$ cat src/rtl/serial_div_ctrl_if.sv
// Handshake/data bundle between the lab front end and serial_div_ctrl.
// Master drives the config/control inputs; slave returns status and divider state.
interface serial_div_ctrl_if #(
  parameter int W = 8
);
  logic         start;
  logic         sdata;
  logic         sen;
  logic         mode;
  logic         run;
  logic         busy;
  logic         cfg_done;
  logic [W-1:0] cfg;
  logic [W-1:0] cnt;
  logic         tick;
  logic         div_out;

  modport master (
    output start, sdata, sen, mode, run,
    input  busy, cfg_done, cfg, cnt, tick, div_out
  );

  modport slave (
    input  start, sdata, sen, mode, run,
    output busy, cfg_done, cfg, cnt, tick, div_out
  );
endinterface

$ cat src/rtl/serial_div_ctrl.sv
// Serial-configured programmable divider: MSB-first config shift-in plus
// a reload-on-carry up-counter producing a tick and a toggled output.
module serial_div_ctrl #(
  parameter int W = 8
) (
  input logic clk,
  input logic rst,
  serial_div_ctrl_if.slave bus
);
  localparam int BW = $clog2(W);

  typedef enum logic [1:0] {
    IDLE,
    SHIFT,
    COMMIT
  } state_t;

  state_t        r_state;
  state_t        w_next;
  logic [W-2:0]  r_shreg;
  logic [BW-1:0] r_bcnt;
  logic [W-1:0]  r_cfg;
  logic [W-1:0]  r_cnt;
  logic          r_div;
  logic [W-1:0]  w_load;
  logic          w_clr;
  logic          w_shift;
  logic          w_last;
  logic          w_max;
  logic          w_tick;

  always_comb begin
    w_next  = r_state;
    w_clr   = 1'b0;
    w_shift = 1'b0;
    w_last  = 1'b0;
    unique case (r_state)
      IDLE: begin
        if (bus.start) begin
          w_next = SHIFT;
          w_clr  = 1'b1;
        end
      end
      SHIFT: begin
        if (bus.start) begin
          w_clr = 1'b1;
        end else if (bus.sen) begin
          w_shift = 1'b1;
          if (r_bcnt == BW'(W - 1)) begin
            w_last = 1'b1;
            w_next = COMMIT;
          end
        end
      end
      COMMIT: w_next = IDLE;
      default: w_next = IDLE;
    endcase
  end

  // Only W-1 bits are kept: the W-th bit goes straight into cfg.
  always_ff @(posedge clk or posedge rst) begin
    if (rst) begin
      r_state <= IDLE;
      r_shreg <= '0;
      r_bcnt  <= '0;
      r_cfg   <= '0;
    end else begin
      r_state <= w_next;
      if (w_clr) begin
        r_bcnt <= '0;
      end else if (w_shift) begin
        r_shreg <= {r_shreg[W-3:0], bus.sdata};
        r_bcnt  <= r_bcnt + 1'b1;
      end
      if (w_last) begin
        r_cfg <= {r_shreg, bus.sdata};
      end
    end
  end

  assign w_load = bus.mode ? r_cfg : W'(128);
  assign w_max  = &r_cnt;
  assign w_tick = bus.run && w_max;

  // New cfg/mode only enters the count through a load or reload.
  always_ff @(posedge clk or posedge rst) begin
    if (rst) begin
      r_cnt <= '0;
      r_div <= 1'b0;
    end else if (!bus.run) begin
      r_cnt <= w_load;
    end else if (w_max) begin
      r_cnt <= w_load;
      r_div <= ~r_div;
    end else begin
      r_cnt <= r_cnt + 1'b1;
    end
  end

  assign bus.busy     = (r_state == SHIFT);
  assign bus.cfg_done = (r_state == COMMIT);
  assign bus.cfg      = r_cfg;
  assign bus.cnt      = r_cnt;
  assign bus.tick     = w_tick;
  assign bus.div_out  = r_div;
endmodule

$ cat src/flat_wrapper.sv
// flat-port wrapper written by rule: the top's interface ports become plain ports
module serial_div_ctrl_flat 
#(
  parameter int W = 8
)
  (clk, rst, bus_start, bus_sdata, bus_sen, bus_mode, bus_run, bus_busy, bus_cfg_done, bus_cfg, bus_cnt, bus_tick, bus_div_out);
  serial_div_ctrl_if #(.W(W)) bus_i ();
  input logic clk;
  input logic rst;
  input wire logic [$bits(bus_i.start)-1:0] bus_start;
  input wire logic [$bits(bus_i.sdata)-1:0] bus_sdata;
  input wire logic [$bits(bus_i.sen)-1:0] bus_sen;
  input wire logic [$bits(bus_i.mode)-1:0] bus_mode;
  input wire logic [$bits(bus_i.run)-1:0] bus_run;
  output wire logic [$bits(bus_i.busy)-1:0] bus_busy;
  output wire logic [$bits(bus_i.cfg_done)-1:0] bus_cfg_done;
  output wire logic [$bits(bus_i.cfg)-1:0] bus_cfg;
  output wire logic [$bits(bus_i.cnt)-1:0] bus_cnt;
  output wire logic [$bits(bus_i.tick)-1:0] bus_tick;
  output wire logic [$bits(bus_i.div_out)-1:0] bus_div_out;
  assign bus_i.start = bus_start;
  assign bus_i.sdata = bus_sdata;
  assign bus_i.sen = bus_sen;
  assign bus_i.mode = bus_mode;
  assign bus_i.run = bus_run;
  assign bus_busy = bus_i.busy;
  assign bus_cfg_done = bus_i.cfg_done;
  assign bus_cfg = bus_i.cfg;
  assign bus_cnt = bus_i.cnt;
  assign bus_tick = bus_i.tick;
  assign bus_div_out = bus_i.div_out;
  serial_div_ctrl #(.W(W)) u_core (.clk(clk), .rst(rst), .bus(bus_i));
endmodule
$ cat config.mk
export PLATFORM = sky130hd
export DESIGN_NAME = serial_div_ctrl_flat
export DESIGN_NICKNAME = d
export VERILOG_FILES = /design/src/rtl/serial_div_ctrl_if.sv /design/src/rtl/serial_div_ctrl.sv /design/src/flat_wrapper.sv
export SDC_FILE = /design/constraint.sdc
export NUM_CORES = 1
export LEC_CHECK = 0
export ABC_CLOCK_PERIOD_IN_PS = 2500
export CORE_MARGIN = 5
export CORE_UTILIZATION = 30
export CTS_BUF_LIST = sky130_fd_sc_hd__clkbuf_4 sky130_fd_sc_hd__clkbuf_8 sky130_fd_sc_hd__clkbuf_16
export DETAILED_ROUTE_END_ITERATION = 10
export PLACE_DENSITY = 0.62
export RECOVER_POWER = 25
export SYNTH_ARGS = -nofsm -noshare
export SYNTH_HDL_FRONTEND = slang
export SYNTH_SLANG_ARGS = --single-unit
$ cat constraint.sdc
create_clock -name clk -period 2.5 [get_ports clk]
set_input_delay 0.75 -clock clk [delete_from_list [all_inputs] [get_ports clk]]
set_output_delay 0.75 -clock clk [all_outputs]
set_load 0.05 [all_outputs]
==> impl_metrics.env, run 1 <==
export IMPL_setup_violations=0
export IMPL_power_density_nw_per_um2=672
export IMPL_cts_sinks=29
export IMPL_layout_common_cells="dfrtp_1 (29), clkdlybuf4s50_1 (24), mux2_2 (14)"
export IMPL_cts_buffers=5
export IMPL_ctsResizeCount=0
export IMPL_skew_ns=0.00190
export IMPL_drive_above_1_share_pct=23.5
export IMPL_final_common_cell="dfrtp_1"
export IMPL_synth_ff_type="dfrtp_1"
export IMPL_p_int_w=0.000922
export IMPL_synth_cell_types=26
export IMPL_hp_class="flip-flop to flip-flop"
export IMPL_io_buffer_count=26
export IMPL_syn_nets=111
export IMPL_postSynthCellCount=101
export IMPL_initialDrtViolationCount=22
export IMPL_num_antenna_cells=0
export IMPL_synthSimpleGateAreaFrac_pct=11.9
export IMPL_synth_area_mux_share_pct=19.2
export IMPL_synth_compound_gate_area_share_pct=2.79
export IMPL_p_sw_w=0.000267
export IMPL_r2r_start="u_core.r_bcnt[0]"
export IMPL_vias_per_cell=4.57
export IMPL_cap_viol_max_count=0
export IMPL_grt_setup_unrepaired="no"
export IMPL_grt_overflow=0
export IMPL_min_delay_path_depth=1
export IMPL_crit_slowest_cell="clkdlybuf4s50_1"
export IMPL_gp_congestion=0.736
export IMPL_critical_path_class="primary input to output pin"
export IMPL_area_growth_pct=36.1
export IMPL_power_leakage_nw=0.818
export IMPL_post_route_min_period_ns=2.46
export IMPL_synth_top_family_by_area="multiplexers"
export IMPL_swShare_pct=22.5
export IMPL_initial_core_util_pct=30.5
export IMPL_crit_path_max_incr_delay_ns=0.48
export IMPL_post_cts_repair_setup_buffers=0
export IMPL_synth_avg_cell_area_um2=12.9
export IMPL_synthAdderAreaFrac_pct=2.89
export IMPL_synth_xor_area_share_pct=5.39
export IMPL_post_place_ws_ns=0.0312
export IMPL_wire_per_inst_um=13.7
export IMPL_crit_chain="clkdlybuf4s50_1 > inv_1 > nor3_2 > buf_12"
export IMPL_wl_mm=2.58
export IMPL_p_seq_share_pct=46.9
export IMPL_nNetsFinal=145
export IMPL_tightest_slew_ns=0.706
export IMPL_drc_errors=0
export IMPL_ant_nets=0
export IMPL_fp_dieW_um=75.8
export IMPL_yosys_warnings=0
export IMPL_grt_max_degree=30
export IMPL_synth_seq_cells=29
export IMPL_cts_tree="yes"
export IMPL_htreeDepth=2
export IMPL_pwr_share_comb_pct=10.6
export IMPL_hp_start="u_core.r_state[1]"
export IMPL_clock_latency_ns=0.28
export IMPL_rows=24
export IMPL_crit_arrival_ns=1.71
export IMPL_die_y_um=75.8
export IMPL_maxSlewViolCount=0
export IMPL_outcome="finished clean"
export IMPL_synth_edff_count=0
export IMPL_grt_pass1_wl_mm=4.28
export IMPL_ff2ff_path_depth=4
export IMPL_period_share_pct=98.3
export IMPL_dr_pass1_iters=3
export IMPL_cts_root_buf="clkbuf_8"
export IMPL_grt_pass1_vias=910
export IMPL_synth_seq_area_share_pct=55.8
export IMPL_max_slew_margin_pct=52.9
export IMPL_grtUsageTotal_pct=10.5
export IMPL_final_util_pct=41.5
export IMPL_die_area_um2=5750
export IMPL_cts_hold_buffers=0
export IMPL_antenna_found_initial=0
export IMPL_clk_pin_slew_worst_paths_ns=0.06
export IMPL_clock_path_buffers=2
export IMPL_core_area_um2=4260
export IMPL_power_w=0.00119
export IMPL_fin_setup_tns_ns=0
export IMPL_synth_area_um2=1300
export IMPL_start_kind="primary input"
export IMPL_vias=859
export IMPL_ios=27
export IMPL_fin_ws_ns=0.0420
export IMPL_power_frac_clock_pct=42.5
export IMPL_max_freq_mhz=407
export IMPL_hold_viol=0
export IMPL_setup_worst_path_start="bus_run"
export IMPL_critPathCaptureType="output pin"
export IMPL_max_vdd_ir_drop_uv=336
export IMPL_critPathMaxFanout=2
export IMPL_cp_required_ns=1.75
export IMPL_hpwl_mm=1.92
export IMPL_async_flop_share_pct=100
-- kinds of logic after synthesis --
kind of cell / after synthesis
DFF: 29
adders and majority gates: 3
muxes: 23
xor gates and xnor gates: 8
and+or+nand+nor: 28
buffers and inverters: 6
AOI/OAI and AO/OA: 4
-- flip-flops by register name (all words and copies together), names as in the netlist --
register            flops
u_core.bus.cnt          8
u_core.bus.div_out      1
u_core.r_bcnt           3
u_core.r_state          2
u_core.bus.cfg          8
u_core.r_shreg          7
-- area by class of cell --
cell class	instances	area (um^2)
sequential	29	726
multi-input combinational	66	553
timing repair buffer	29	290
clock buffer	7	90.1
tap	52	65.1
clock inverter	1	30.0
inverter	4	15.0
fill	405	2490
-- metrics by stage --
step	hold WS [ns]	area, um^2	cells
CTS	0.484	1770	188
global placement	0.469	1650	180
floorplan	0.456	1310	101
global route	0.506	1770	188
detailed placement	0.475	1650	180
finish	0.486	1770	188
-- metal layers --
metal | wire length, um | vias up | GRT usage, % | share of wire, %
li1 | - | 413 | - | -
met1 | 1050 | 423 | 11.2 | 41
met2 | 1310 | 16 | 17.0 | 51
met3 | 160 | 7 | 5.01 | 6.2
met4 | 63 | 0 | 5.83 | 2.4
met5 | 0 | - | 0 | 0
-- worst max-delay path: cells and delay by family --
kind	cells	cell delay (ns)
AND/OR/NAND/NOR	1	0.24
buffers and inverters	3	0.71
-- power by group through the flow --
stage	sequential [W]	clock (W)	combinational [W]
floorplan	0.000574	0	0.0000742
global placement	0.000564	0	0.000126
detailed placement	0.000567	0	0.000130
CTS	0.000559	0.000524	0.000130
global route	0.000566	0.000547	0.000139
finish	0.000558	0.000505	0.000127
-- final timing paths --
| path | endpoint | slack [ns] |
|---|---|---|
| setup / recovery | bus_tick | 0.04 |
| hold / removal | u_core.r_state[0] | 0.49 |
| setup reg to reg | u_core.bus.cfg[4] | 0.98 |
| hold reg to reg | u_core.r_state[0] | 0.49 |
| max in group asynchronous | u_core.r_state[1] | 0.93 |
| min in group asynchronous | u_core.bus.cnt[6] | 1.12 |
-- synth_stat cells (3+ instances only) --
master,count,area [um^2]
dfrtp_1,29,726
mux2_2,14,158
xor2_1,3,26.3
ha_1,3,37.5
nor2_1,4,15.0
xnor2_1,5,43.8
nor2b_1,3,18.8
nand3_1,5,25.0
nand2_1,8,30.0
mux2i_1,8,80.1
inv_1,4,15.0
(Power assumes the default switching activity.)
==> run 2, diff against run 1 <==
==> constraint.sdc (replaced) <==
create_clock -name clk -period 2.5 [get_ports clk]
set_input_delay 0.5 -clock clk [delete_from_list [all_inputs] [get_ports clk]]
set_output_delay 0.5 -clock clk [all_outputs]
set_load 0.05 [all_outputs]
==> run 2 against run 1 <==
  * Via count up 0.12%
  * Clock power down 24%
  * Maximum frequency up 15%
  * Sequential cell count unchanged
  * Critical path depth unchanged
  * Clock skew up 0.0019 ns
  * Largest cell class unchanged
  * Highest routed layer unchanged
==> impl_metrics.env, run 2 (synthesis results as in run 1) <==
export IMPL_crit_chain="clkdlybuf4s50_1 > inv_1 > nor3_2 > buf_12"
export IMPL_final_common_cell="dfrtp_1"
export IMPL_clk_pin_slew_worst_paths_ns=0.06
export IMPL_critPathMaxFanout=5
export IMPL_max_vdd_ir_drop_uv=302
export IMPL_wl_mm=2.53
export IMPL_post_route_min_period_ns=2.14
export IMPL_cts_tree="yes"
export IMPL_crit_slowest_cell="clkdlybuf4s50_1"
export IMPL_cap_viol_max_count=0
export IMPL_period_share_pct=85.5
export IMPL_grt_pass1_wl_mm=4.30
export IMPL_area_growth_pct=33.4
export IMPL_initial_core_util_pct=30.5
export IMPL_ios=27
export IMPL_maxSlewViolCount=0
export IMPL_cts_root_buf="clkbuf_8"
export IMPL_num_antenna_cells=0
export IMPL_gp_congestion=0.795
export IMPL_drive_above_1_share_pct=22.4
export IMPL_crit_path_max_incr_delay_ns=0.60
export IMPL_crit_family="buffers and inverters"
export IMPL_grtUsageTotal_pct=10.4
export IMPL_setup_violations=0
export IMPL_nNetsFinal=144
export IMPL_ant_nets=0
export IMPL_wire_per_inst_um=13.6
export IMPL_layout_common_cells="dfrtp_1 (29), clkdlybuf4s50_1 (24), mux2_2 (14)"
export IMPL_vias=860
export IMPL_fin_setup_tns_ns=0
export IMPL_fp_dieW_um=75.8
export IMPL_dr_pass1_iters=4
export IMPL_start_kind="primary input"
export IMPL_post_cts_repair_setup_buffers=0
export IMPL_hold_viol=0
export IMPL_skew_ns=0.00379
export IMPL_io_buffer_count=26
export IMPL_power_leakage_nw=0.800
export IMPL_grt_setup_unrepaired="no"
export IMPL_grt_pass1_vias=891
export IMPL_grt_max_degree=30
export IMPL_core_area_um2=4260
export IMPL_rows=24
export IMPL_critPathCaptureType="output pin"
export IMPL_crit_arrival_ns=1.64
export IMPL_outcome="finished clean"
export IMPL_cts_buffers=5
export IMPL_clock_path_buffers=2
export IMPL_hpwl_mm=1.91
export IMPL_power_w=0.00107
export IMPL_htreeDepth=2
export IMPL_path_buf_inv=3
export IMPL_ctsResizeCount=0
export IMPL_vias_per_cell=4.62
export IMPL_grt_overflow=0
export IMPL_max_slew_margin_pct=66.2
export IMPL_tightest_slew_ns=0.505
export IMPL_cts_hold_buffers=0
export IMPL_drc_errors=0
export IMPL_power_density_nw_per_um2=614
export IMPL_hp_class="flip-flop to flip-flop"
export IMPL_die_y_um=75.8
export IMPL_initialDrtViolationCount=35
export IMPL_antenna_found_initial=0
export IMPL_cp_required_ns=2.00
export IMPL_clock_latency_ns=0.27
export IMPL_critical_path_class="primary input to output pin"
export IMPL_die_area_um2=5750
export IMPL_cts_sinks=29
export IMPL_max_freq_mhz=468
[run 2: final cells by class]
class,instances,area [um^2]
Timing Repair Buffer,28,285
Tap cell,52,65.1
Sequential cell,29,726
Fill cell,427,2530
Inverter,4,15.0
Clock buffer,7,90.1
Multi-Input combinational cell,66,553
[run 2: worst paths after layout]
kind | startpoint | to | depth (start not counted) | slack (ns)
setup / recovery | bus_run | bus_tick | 4 | 0.36
hold / removal | u_core.bus.div_out | u_core.bus.div_out | 1 | 0.48
setup reg to reg | u_core.r_bcnt[0] | u_core.bus.cfg[1] | 4 | 1.01
hold reg to reg | u_core.bus.div_out | u_core.bus.div_out | 1 | 0.48
max in group asynchronous | rst | u_core.r_shreg[2] | 3 | 1.49
min in group asynchronous | rst | u_core.bus.div_out | 3 | 0.74
[run 2: stage by stage]
| step | cell area (um^2) | utilization (%) | cells | setup slack [ns] | hold WS (ns) |
|---|---|---|---|---|---|
| 3_5_place_dp | 1640 | 38.6 | 179 | 0.371 | 0.476 |
| 2_1_floorplan | 1310 | - | 101 | 0.256 | 0.456 |
| 6_report | 1730 | 40.7 | 186 | 0.364 | 0.480 |
| 3_3_place_gp | 1640 | 38.6 | 179 | 0.400 | 0.465 |
| 5_1_grt | 1730 | 40.7 | 186 | 0.320 | 0.489 |
| 4_1_cts | 1730 | 40.7 | 186 | 0.349 | 0.486 |
[run 2: power breakdown]
group	internal, W	total, W	switching [W]
combinational	0.0000659	0.000126	0.0000597
clock	0.000228	0.000383	0.000155
sequential	0.000521	0.000557	0.0000361
total	0.000815	0.00107	0.000250
[run 2: per-layer routing]
metal	track usage (%)	wire (um)	up-vias
met1	11.6	1060	427
met5	0	0	-
met4	5.83	47	0
met2	16.7	1270	16
li1	-	-	413
met3	4.35	148	4
==> run 3, diff against run 2 <==
--- a/config.mk
+++ b/config.mk
@@ -6,11 +6,13 @@
 export NUM_CORES = 1
 export LEC_CHECK = 0
 export ABC_CLOCK_PERIOD_IN_PS = 2500
+export CELL_PAD_IN_SITES_DETAIL_PLACEMENT = 0
+export CELL_PAD_IN_SITES_GLOBAL_PLACEMENT = 2
 export CORE_MARGIN = 5
 export CORE_UTILIZATION = 30
 export CTS_BUF_LIST = sky130_fd_sc_hd__clkbuf_4 sky130_fd_sc_hd__clkbuf_8 sky130_fd_sc_hd__clkbuf_16
 export DETAILED_ROUTE_END_ITERATION = 10
-export PLACE_DENSITY = 0.62
+export PLACE_DENSITY = 0.81
 export RECOVER_POWER = 25
 export SYNTH_ARGS = -nofsm -noshare
 export SYNTH_HDL_FRONTEND = slang
==> constraint.sdc (replaced) <==
create_clock -name clk -period 2.5 [get_ports clk]
set_input_delay 0.75 -clock clk [delete_from_list [all_inputs] [get_ports clk]]
set_output_delay 0.75 -clock clk [all_outputs]
set_load 0.05 [all_outputs]
==> run 3 against run 2 <==
  * Maximum frequency down 12%
  * Final area up 0.79%
  * Sequential share of layout area down 0.33 points
  * Final cell count up 0.54%
  * Wire length down 0.51%
  * Critical path type unchanged
  * Critical endpoint unchanged
  * Largest cell class unchanged
  * Largest power group unchanged
==> impl_metrics.env, run 3 (synthesis results as in run 1) <==
export IMPL_place_inst=180
export IMPL_initialDrtViolationCount=31
export IMPL_htreeDepth=2
export IMPL_cts_buffers=5
export IMPL_wire_per_inst_um=13.5
export IMPL_clock_latency_ns=0.27
export IMPL_initial_core_util_pct=30.5
export IMPL_cp_endpoint="bus_tick"
export IMPL_swShare_pct=24.3
export IMPL_power_frac_clock_pct=35.8
export IMPL_cts_root_buf="clkbuf_8"
export IMPL_fin_cells=187
export IMPL_setup_worst_path_start="bus_run"
export IMPL_gp_congestion=0.721
export IMPL_power_density_nw_per_um2=617
export IMPL_pwr_share_comb_pct=12.0
export IMPL_rrSetupSlack_ns=0.96
export IMPL_grt_max_degree=30
export IMPL_layout_common_cells="dfrtp_1 (29), clkdlybuf4s50_1 (23), mux2_2 (14)"
export IMPL_hold_viol=0
export IMPL_crit_chain="clkdlybuf4s50_1 > inv_1 > nor3_4 > buf_12"
export IMPL_p_int_w=0.000816
export IMPL_max_vdd_ir_drop_uv=291
export IMPL_critical_path_class="primary input to output pin"
export IMPL_n_fill_cell=412
export IMPL_vias=859
export IMPL_drive_above_1_share_pct=23.0
export IMPL_rows=24
export IMPL_clock_path_buffers=2
export IMPL_cts_tree="yes"
export IMPL_critPathMaxFanout=2
export IMPL_power_leakage_nw=0.831
export IMPL_hp_class="flip-flop to flip-flop"
export IMPL_tightest_slew_ns=0.704
export IMPL_crit_arrival_ns=1.69
export IMPL_area_growth_pct=34.5
export IMPL_wl_mm=2.52
export IMPL_dr_pass1_iters=4
export IMPL_skew_ns=0.00348
export IMPL_max_slew_margin_pct=53.1
export IMPL_io_buffer_count=26
export IMPL_maxSlewViolCount=0
export IMPL_cts_hold_buffers=0
export IMPL_worstSetupPathDepth=4
export IMPL_p_seq_share_pct=52.2
export IMPL_cp_required_ns=1.75
export IMPL_vias_per_cell=4.59
export IMPL_num_antenna_cells=0
export IMPL_path_buf_inv=3
export IMPL_cap_viol_max_count=0
export IMPL_nNetsFinal=145
export IMPL_seq_area_um2=726
export IMPL_grt_pass1_wl_mm=4.24
export IMPL_crit_family="buffers and inverters"
export IMPL_antenna_found_initial=0
export IMPL_setup_violations=0
export IMPL_critPathCaptureType="output pin"
export IMPL_power_w=0.00108
export IMPL_grt_pass1_vias=882
export IMPL_ant_nets=0
export IMPL_cts_sinks=29
export IMPL_multi_input_area_um2=559
export IMPL_grt_overflow=0
export IMPL_post_cts_repair_setup_buffers=0
export IMPL_p_sw_w=0.000262
export IMPL_clk_pin_slew_worst_paths_ns=0.06
export IMPL_crit_path_max_incr_delay_ns=0.47
export IMPL_die_area_um2=5750
export IMPL_ff2ff_path_depth=4
export IMPL_period_share_pct=97.5
export IMPL_final_common_cell="dfrtp_1"
export IMPL_drc_errors=0
export IMPL_max_freq_mhz=410
export IMPL_grtUsageTotal_pct=10.1
export IMPL_crit_slowest_cell="clkdlybuf4s50_1"
export IMPL_r2r_end="u_core.r_shreg[4]"
export IMPL_core_area_um2=4260
export IMPL_die_y_um=75.8
export IMPL_start_kind="primary input"
export IMPL_post_route_min_period_ns=2.44
export IMPL_fp_dieW_um=75.8
export IMPL_outcome="finished clean"
export IMPL_hpwl_mm=1.91
export IMPL_ios=27
export IMPL_r2r_start="u_core.r_state[1]"
run 3: cell types whose count changed in the layout (fill, tap and decap cells not counted):
cell             previous run  this run
clkbuf_2                    0         1
dlymetal6s2s_1              0         1
nor3_2                      1         0
nor3_4                      0         1
clkdlybuf4s50_1            24        23
run 3: worst min path at each step:
stage | from | end | cells after the start
after CTS | u_core.bus.div_out | u_core.bus.div_out | 1
after detailed placement | u_core.bus.div_out | u_core.bus.div_out | 1
final | u_core.bus.div_out | u_core.bus.div_out | 1
after global routing | u_core.bus.div_out | u_core.bus.div_out | 1
after floorplan | u_core.r_state[1] | u_core.r_state[0] | 1
after global placement | u_core.bus.div_out | u_core.bus.div_out | 1
run 3: worst reg2reg max path, delay by kind of cell (launching register included):
family                 cells  cell delay (ns)
multiplexers               1             0.35
buffers and inverters      1             0.21
flip-flops                 1             0.41
AND/OR/NAND/NOR            2             0.44
run 3: repair_timing:
action / CTS / global route
resized for setup: 0 / 2
endpoints found under the hold margin: 0 / 0
endpoints found under the setup margin: 0 / 2
run 3: cell type report:
type / instances / area share [%]
inverter: 4 / 0.859
tap: 52 / 3.72
clock buffer: 7 / 5.15
timing repair buffer: 29 / 16.8
sequential: 29 / 41.5
multi-input combinational: 66 / 32.0
run 3: power groups by stage:
stage	clock, W	sequential, W	combinational, W
6_report	0.000386	0.000562	0.000130
3_3_place_gp	0	0.000564	0.000128
3_5_place_dp	0	0.000573	0.000134
5_1_grt	0.000424	0.000571	0.000142
2_1_floorplan	0	0.000574	0.0000742
4_1_cts	0.000406	0.000564	0.000134
run 3: through the flow:
step	hold slack [ns]	util, %	TNS [ns]	area, um^2	worst slack (ns)
6_report	0.480	41.0	0	1750	0.0614
5_1_grt	0.501	41.0	-0.0103	1750	-0.0103
4_1_cts	0.485	40.8	0	1740	0.0274
3_5_place_dp	0.474	38.7	0	1650	0.0343
3_3_place_gp	0.464	38.7	0	1650	0.0617
2_1_floorplan	0.456	-	0	1310	0.00645
run 3: metal layers:
| metal | part of all wire, % | GRT usage (%) | vias to the layer above | wire [um] |
|---|---|---|---|---|
| met3 | 8.8 | 4.22 | 3 | 221 |
| met1 | 42 | 11.8 | 417 | 1050 |
| met5 | 0 | 0 | - | 0 |
| met4 | 0.99 | 4.66 | 0 | 25 |
| met2 | 48 | 16.1 | 27 | 1220 |
| li1 | - | - | 412 | - |
